$ cat config.mk
export PLATFORM = sky130hd
export DESIGN_NAME = bru_predict
export DESIGN_NICKNAME = d
export VERILOG_FILES = /design/src/rtl/bru_predict.sv
export SDC_FILE = /design/constraint.sdc
export NUM_CORES = 1
export LEC_CHECK = 0
export CORE_MARGIN = 1
export CORE_UTILIZATION = 64
export DETAILED_ROUTE_END_ITERATION = 6
export DONT_BUFFER_PORTS = 1
export PLACE_DENSITY = 0.8
export SLEW_MARGIN = 20
export SYNTH_ARGS = -nofsm -noshare
export SYNTH_HDL_FRONTEND = slang
export SYNTH_SLANG_ARGS = --single-unit
$ cat constraint.sdc
create_clock -name clk -period 3.6 [get_ports clk]
set_clock_uncertainty 0.05 [all_clocks]
set_input_delay 0 -clock clk [delete_from_list [all_inputs] [get_ports clk]]
set_output_delay 0 -clock clk [all_outputs]
set_load 0.01 [all_outputs]
$ cat src/rtl/bru_predict.sv
// bru_predict: one-cycle branch resolution with a 2-bit saturating-counter BHT and saturating statistics.
module bru_predict #(
  parameter int         XLEN        = 32,
  parameter int         BHT_ENTRIES = 16,
  parameter int         CNT_W       = 16,
  parameter logic [1:0] INIT_STATE  = 2'b01
)(
  input  logic             clk,
  input  logic             rst_n,
  input  logic [XLEN-1:0]  PredPC,
  output logic             PredTaken,
  input  logic             ResValid,
  input  logic [XLEN-1:0]  ResPC,
  input  logic [XLEN-1:0]  Aru,
  input  logic [XLEN-1:0]  Bru,
  input  logic [4:0]       BrOp,
  input  logic             PredWasTaken,
  input  logic             ClrStats,
  output logic             OutValid,
  output logic             NextPCSrc,
  output logic             Mispredict,
  output logic [CNT_W-1:0] BranchCount,
  output logic [CNT_W-1:0] MispredCount
);
  localparam int IW = $clog2(BHT_ENTRIES);
  logic [1:0]       r_bht [BHT_ENTRIES];
  logic             r_valid, r_npc, r_mis;
  logic [CNT_W-1:0] r_bcnt, r_mcnt;
  logic [IW-1:0]    w_pidx, w_ridx;
  logic             w_eq, w_lt, w_ltu, w_cmp, w_cond, w_legal, w_taken, w_train;
  logic [1:0]       w_cur, w_next;
  assign w_pidx       = PredPC[IW+1:2];
  assign w_ridx       = ResPC[IW+1:2];
  assign PredTaken    = r_bht[w_pidx][1];
  assign OutValid     = r_valid;
  assign NextPCSrc    = r_npc;
  assign Mispredict   = r_mis;
  assign BranchCount  = r_bcnt;
  assign MispredCount = r_mcnt;
  always_comb begin
    w_eq    = Aru == Bru;
    w_lt    = $signed(Aru) < $signed(Bru);
    w_ltu   = Aru < Bru;
    w_cmp   = BrOp[2] ? (BrOp[1] ? w_ltu : w_lt) : w_eq;
    w_cond  = !BrOp[4] && BrOp[3];
    // funct3 010/011 have no branch meaning
    w_legal = w_cond && !(!BrOp[2] && BrOp[1]);
    w_taken = BrOp[4] || (w_legal && (w_cmp ^ BrOp[0]));
    w_train = ResValid && w_legal;
    w_cur   = r_bht[w_ridx];
    w_next  = w_taken ? ((w_cur == 2'b11) ? w_cur : w_cur + 2'd1)
                      : ((w_cur == 2'b00) ? w_cur : w_cur - 2'd1);
  end
  always_ff @(posedge clk or negedge rst_n) begin
    if (!rst_n) begin
      for (int i = 0; i < BHT_ENTRIES; i++) r_bht[i] <= INIT_STATE;
      r_valid <= 1'b0;
      r_npc   <= 1'b0;
      r_mis   <= 1'b0;
      r_bcnt  <= '0;
      r_mcnt  <= '0;
    end else begin
      r_valid <= ResValid;
      r_npc   <= ResValid && w_taken;
      r_mis   <= ResValid && (w_taken != PredWasTaken);
      if (w_train) r_bht[w_ridx] <= w_next;
      r_bcnt  <= ClrStats ? '0 : r_bcnt + CNT_W'(w_train && !(&r_bcnt));
      r_mcnt  <= ClrStats ? '0 : r_mcnt + CNT_W'(r_mis && !(&r_mcnt));
    end
  end
endmodule
### Word-level counts from Yosys, hierarchy flattened

Cells that the tools add are included.

* flip-flop bits (word level): 67
* latch bits: 0
* memory bits (writable): 0
* bits in read-only memories: 0
* memories kept: 0

* add/subtract/negate cells: 4
* multiply operators: 0
* divide/modulo/power cells: 0
* order comparisons: 5
* equal/unequal tests: 3
* shifts and indexed selects: 0
* mux-type cells: 16
* bitwise gates (word level): 3
* reduce and logical (&&, ||, !) cells: 19

Operators by type and width (number)
* < comparator 32 bit: 2
* adder 16 x 1 -> 16 bit: 2
* bitwise mux 32 bit: 1
* == test 32 bit: 1
* two-way mux 16 bit: 2
* AND reduction 16 bit: 2
* binary-select mux 2 bit (select 4 bit): 2
* two-way mux 2 bit: 8
* greater-or-equal comparator 5 bit (second input constant): 2
* logical AND 1 bit: 10
* NOT 4 -> 5 bit: 2
* demux 2 bit (select 4 bit): 1
* zero test 1 bit: 5
* < comparator 5 x 1 -> 1 bit (second input constant): 1
* adder 2 x 1 -> 2 bit (second input constant): 1
* == test 2 bit (second input constant): 1
* zero test 2 bit: 1
* two-way mux 1 bit: 2
* subtractor 2 x 1 -> 2 bit (second input constant): 1
* logical OR 1 bit: 1
* != test 1 bit: 1
* bitwise XOR 1 bit: 1

### Depth between registers and ports, before layout

* depth in word-level cells: 8
* mapped depth: 12

### Worst setup path before layout

No wires, ideal clock.

* path type: in2reg
* start: input port Bru[23]
* end: register r_bht[13] (netlist bit)
* setup time: 0.125 ns
* data arrival time: 2.461 ns
* data required time: 3.425 ns
* path slack: 0.964 ns
* stages on the path: 12
* cell sequence: inv_1 > ha_1 > a21oi_1 > o21ai_0 > a221o_1 > a211oi_1 > mux2i_1 > mux2i_1 > or3_1 > buf_2 > buf_6 > mux2_2

* word-level cells in the longest chain between the ends: 8

Ends and longest elaborated chain
* from (decl): line 15 `input logic [XLEN-1:0] Bru,`
* < comparator 32 bit, on equally long branches: line 42, 43
* two-way mux 1 bit: line 44 `w_cmp = BrOp[2] ? (BrOp[1] ? w_ltu : w_lt) : w_eq;`
* two-way mux 1 bit (*): line 44
* bitwise XOR 1 bit (*): line 48 `w_taken = BrOp[4] || (w_legal && (w_cmp ^ BrOp[0]));`
* logical AND 1 bit (*): line 48
* logical OR 1 bit (*): line 48
* two-way mux 2 bit (*): line 51 `w_next = w_taken ? ((w_cur == 2'b11) ? w_cur : w_cur + 2'd1)`
* bitwise mux 32 bit (*): line 66 `if (w_train) r_bht[w_ridx] <= w_next;`
* to (signal, indexed assignment): line 66
* to (decl): line 26 `logic [1:0] r_bht [BHT_ENTRIES];`

Every way passes the cells marked *; elsewhere a longest branch is shown, timed or not.
A chain may end at the register's enable or synchronous reset.

### Worst setup path after layout

* start: input port Bru[30]
* end: register r_bht[2] (netlist bit)

Same word-level chain as after synthesis.

==> flow_results.xml <==
<?xml version="1.0" encoding="UTF-8"?>
<metrics>
  <group name="yosys">
    <metric name="synth.top_cells.by_area" unit="">dfrtp_1 (30%), ha_1 (11%), dfstp_2 (9.8%)</metric>
    <metric name="synthesis.yosys.warnings" unit="">0</metric>
    <metric name="yosys.cell_types.count" unit="">49</metric>
    <metric name="yosys.area.top_type" unit="">dfrtp_1</metric>
    <metric name="syn_nets" unit="">603</metric>
    <metric name="commonest_register_cell_after_synthesis" unit="">dfrtp_1</metric>
    <metric name="ys_seq_area_share" unit="%">39.7</metric>
    <metric name="syn_area" unit="um^2">4280</metric>
    <metric name="synth.avg_cell_area" unit="um^2">9.97</metric>
    <metric name="ys_async_sr_fraction" unit="%">100</metric>
    <metric name="synth_commonest_cells" unit="">dfrtp_1 (51), nand2_1 (50), inv_1 (38)</metric>
    <metric name="postSynthRegisterBits" unit="">67</metric>
    <metric name="synth.top_cell.area_share" unit="%">29.8</metric>
    <metric name="post_synth_inst_count" unit="">429</metric>
    <metric name="synth-edff-count" unit="">0</metric>
    <metric name="yosys.cell_count.top_type" unit="">dfrtp_1</metric>
  </group>
  <group name="final_layout">
    <metric name="antenna_cells_inserted" unit="">0</metric>
    <metric name="num-nets-final" unit="">615</metric>
    <metric name="area.sequential" unit="um^2">1700</metric>
    <metric name="fin_area" unit="um^2">4680</metric>
    <metric name="post_route_cells_drive_above_1_share" unit="%">15.0</metric>
    <metric name="multiInputGateArea" unit="um^2">2370</metric>
    <metric name="synthToLayoutAreaGrowth" unit="%">9.45</metric>
    <metric name="layout.filler_cells" unit="">463</metric>
    <metric name="final_core_utilization" unit="%">73.3</metric>
  </group>
  <group name="setup_path">
    <metric name="setup.worst_path.start_class" unit="">input port</metric>
    <metric name="crit_required" unit="ns">3.83</metric>
    <metric name="reg2regPathDepth" unit="">5</metric>
    <metric name="cp_cell_sequence" unit="">inv_1 -&gt; ha_1 -&gt; nand4_1 -&gt; nor2_1 -&gt; a221o_1 -&gt; a211oi_1 -&gt; mux2i_1 -&gt; xor2_1 -&gt; a211oi_2 -&gt; buf_4 -&gt; o41ai_1 -&gt; dlygate4sd3_1</metric>
    <metric name="worstSetupStartpoint" unit="">Bru[30]</metric>
    <metric name="setup.worst_path.class" unit="">input port to register</metric>
    <metric name="critical_path_buf_inv_count" unit="">3</metric>
    <metric name="worst_ep_arrival_time" unit="ns">3.19</metric>
    <metric name="crit_family" unit="">compound AO/OA/AOI/OAI gates</metric>
    <metric name="crit-reg2reg-capture" unit="">r_bht[2]</metric>
    <metric name="critPathMaxFanout" unit="">16</metric>
    <metric name="timing.critical_path.slowest_cell_delay" unit="ns">0.59</metric>
    <metric name="critical-path-slowest-cell" unit="">dlygate4sd3_1</metric>
    <metric name="worst_setup_path_end_kind" unit="">register</metric>
    <metric name="reg2reg_slack" unit="ns">0.70</metric>
    <metric name="rr_startpoint" unit="">r_bht[29]</metric>
  </group>
  <group name="min_path">
    <metric name="whs_path_depth" unit="">3</metric>
    <metric name="hold_path_end" unit="">NextPCSrc</metric>
    <metric name="hold_path_startpoint" unit="">BrOp[0]</metric>
    <metric name="worstHoldPathType" unit="">input port to register</metric>
  </group>
  <group name="status">
    <metric name="status" unit="">complete, no violations</metric>
  </group>
  <group name="route">
    <metric name="routed_wl" unit="um">9150</metric>
    <metric name="route.detailed.wl_per_inst" unit="um">17.5</metric>
    <metric name="detailed_routing_iteration_count_for_the_pre_antenna_repair_pass" unit="">4</metric>
    <metric name="drcViolationCount" unit="">0</metric>
    <metric name="drtIter0Drc" unit="">195</metric>
    <metric name="num_vias" unit="">3275</metric>
    <metric name="avgViaCountPerCell" unit="">6.26</metric>
    <metric name="route.antenna.remaining_nets" unit="">0</metric>
  </group>
  <group name="sta">
    <metric name="report.final.setup_viol" unit="">0</metric>
    <metric name="slew_viol_final" unit="">0</metric>
    <metric name="relative_slew_slack" unit="%">61.3</metric>
    <metric name="finalHoldViolations" unit="">0</metric>
    <metric name="transition_at_the_pin_with_the_smallest_max_transition_slack" unit="ns">0.580</metric>
    <metric name="setup_repair_after_global_routing_missed_its_margin" unit="">false</metric>
    <metric name="final.min_clock_period" unit="ns">2.96</metric>
    <metric name="timing.fmax" unit="MHz">338</metric>
    <metric name="setup_ws" unit="ns">0.640</metric>
    <metric name="setup_tns" unit="ns">0</metric>
    <metric name="timing.final.crit_share" unit="%">82.2</metric>
  </group>
  <group name="global_routing">
    <metric name="total_global_routing_overflow" unit="">0</metric>
    <metric name="grt_max_degree" unit="">68</metric>
    <metric name="first_global_vias" unit="">3266</metric>
    <metric name="grt_usage" unit="%">27.2</metric>
    <metric name="grt_first_pass_wirelength" unit="um">15100</metric>
    <metric name="number_of_antenna_violations_at_the_first_check_in_global_routing" unit="">0</metric>
  </group>
  <group name="floorplanning">
    <metric name="die-height" unit="um">83.7</metric>
    <metric name="initial_cell_density_of_the_core" unit="%">67.0</metric>
    <metric name="rows" unit="">29</metric>
    <metric name="die_width" unit="um">83.7</metric>
    <metric name="core-area" unit="um^2">6390</metric>
    <metric name="num_io_pins" unit="">174</metric>
    <metric name="die_area" unit="um^2">7010</metric>
  </group>
  <group name="power_and_ir_drop">
    <metric name="p_per_area" unit="nW/um^2">387</metric>
    <metric name="ir_worst_vdd" unit="mV">0.356</metric>
    <metric name="total_power_consumption" unit="mW">1.81</metric>
    <metric name="power_leakage" unit="nW">2.14</metric>
  </group>
  <group name="clock_network">
    <metric name="cts_htree_levels" unit="">3</metric>
    <metric name="cts.path.max_buffers" unit="">2</metric>
    <metric name="clk_pin_slew" unit="ns">0.07</metric>
    <metric name="numCtsBuffers" unit="">9</metric>
    <metric name="cts_post_setup_buffers_inserted" unit="">0</metric>
    <metric name="cts_tree" unit="">yes</metric>
    <metric name="clkSinkCount" unit="">67</metric>
    <metric name="worstSkewPairLatency" unit="ns">0.34</metric>
    <metric name="root_buffer" unit="">clkbuf_8</metric>
  </group>
  <group name="placement">
    <metric name="dp.final_hpwl" unit="um">6620</metric>
    <metric name="place_area" unit="um^2">4320</metric>
    <metric name="dp_worst_setup_slack" unit="ns">0.699</metric>
    <metric name="routabilityCongestion" unit="">0.767</metric>
    <metric name="port_buffers" unit="">0</metric>
  </group>
  <group name="run">
    <metric name="max_cap_violations" unit="">0</metric>
  </group>
</metrics>
[power breakdown]
group          internal (mW)  leakage, nW  total (mW)  switching [mW]
logic                  0.123         1.16       0.263           0.139
clock network          0.395        0.110       0.706           0.311
registers              0.812        0.871       0.841          0.0287
total                   1.33         2.14        1.81           0.479
[flip-flops by register name, indices dropped and copies added (netlist names)]
register	count
BranchCount	16
MispredCount	16
Mispredict	1
NextPCSrc	1
OutValid	1
r_bht	32
[metal layers]
layer  part of all wire, %  global-route usage [%]  vias up
met5                     0                       0        -
met4                   2.0                    10.6        0
met3                   6.6                    5.74       17
met2                    51                    46.0      124
met1                    41                    34.3     1574
li1                      -                       -     1560
[worst max path at each step]
stage / to / slack, ns / cells after the start
floorplan: r_bht[13] / 0.96 / 12
global placement: r_bht[3] / 0.76 / 10
detailed placement: r_bht[11] / 0.70 / 10
CTS: r_bht[2] / 0.70 / 12
global route: r_bht[2] / 0.52 / 12
finish: r_bht[2] / 0.64 / 12
[timing repair]
item / 4_1_cts / 5_1_grt
resized for setup: 0 / 0
hold endpoints to repair: 131 / 0
hold buffers: 13 / 0
setup endpoints to repair: 0 / 0
[logic make-up after synthesis]
group                      Yosys count  synth area share, %
AOI/OAI and AO/OA                   64                 9.57
buffers and inverters               51                 4.86
adders and majority gates           37                 10.8
DFF                                 67                 39.7
xor gates and xnor gates            22                 4.51
muxes                               35                 13.3
and+or+nand+nor                    153                 17.3
[layout make-up]
cell class / count / area share, %
Clock inverter: 7 / 2.11
Multi-Input combinational cell: 311 / 50.7
Clock buffer: 9 / 2.65
Timing Repair Buffer: 14 / 3.21
Sequential cell: 67 / 36.2
Inverter: 38 / 3.05
Tap cell: 77 / 2.06
[layout by cell type (no fill, tap or decap), types with 8 or more instances in the layout]
cell / n
mux4_2: 12
nor2b_1: 10
nand4_1: 15
a21oi_1: 21
dlygate4sd3_1: 11
dfstp_2: 16
xor2_1: 19
nor2_1: 32
nand3_1: 14
ha_1: 36
or3_1: 8
o21ai_0: 11
inv_1: 38
mux2_2: 16
o31ai_1: 13
nand2_1: 50
clkbuf_8: 9
dfrtp_1: 51
[stage by stage]
step / cells / hold WS (ns)
2_1_floorplan: 429 / -0.346
3_3_place_gp: 494 / -0.343
3_5_place_dp: 494 / -0.343
4_1_cts: 523 / 0.00576
5_1_grt: 523 / 0.0425
6_report: 523 / 0.0264
[tightest hold or removal path: cells and delay by family]
kind,cells,cell delay [ns]
AO/OA/AOI/OAI,1,0.23
XOR/XNOR,1,0.09
AND/OR/NAND/NOR,1,0.07
Power figures use the tool's default switching activity.
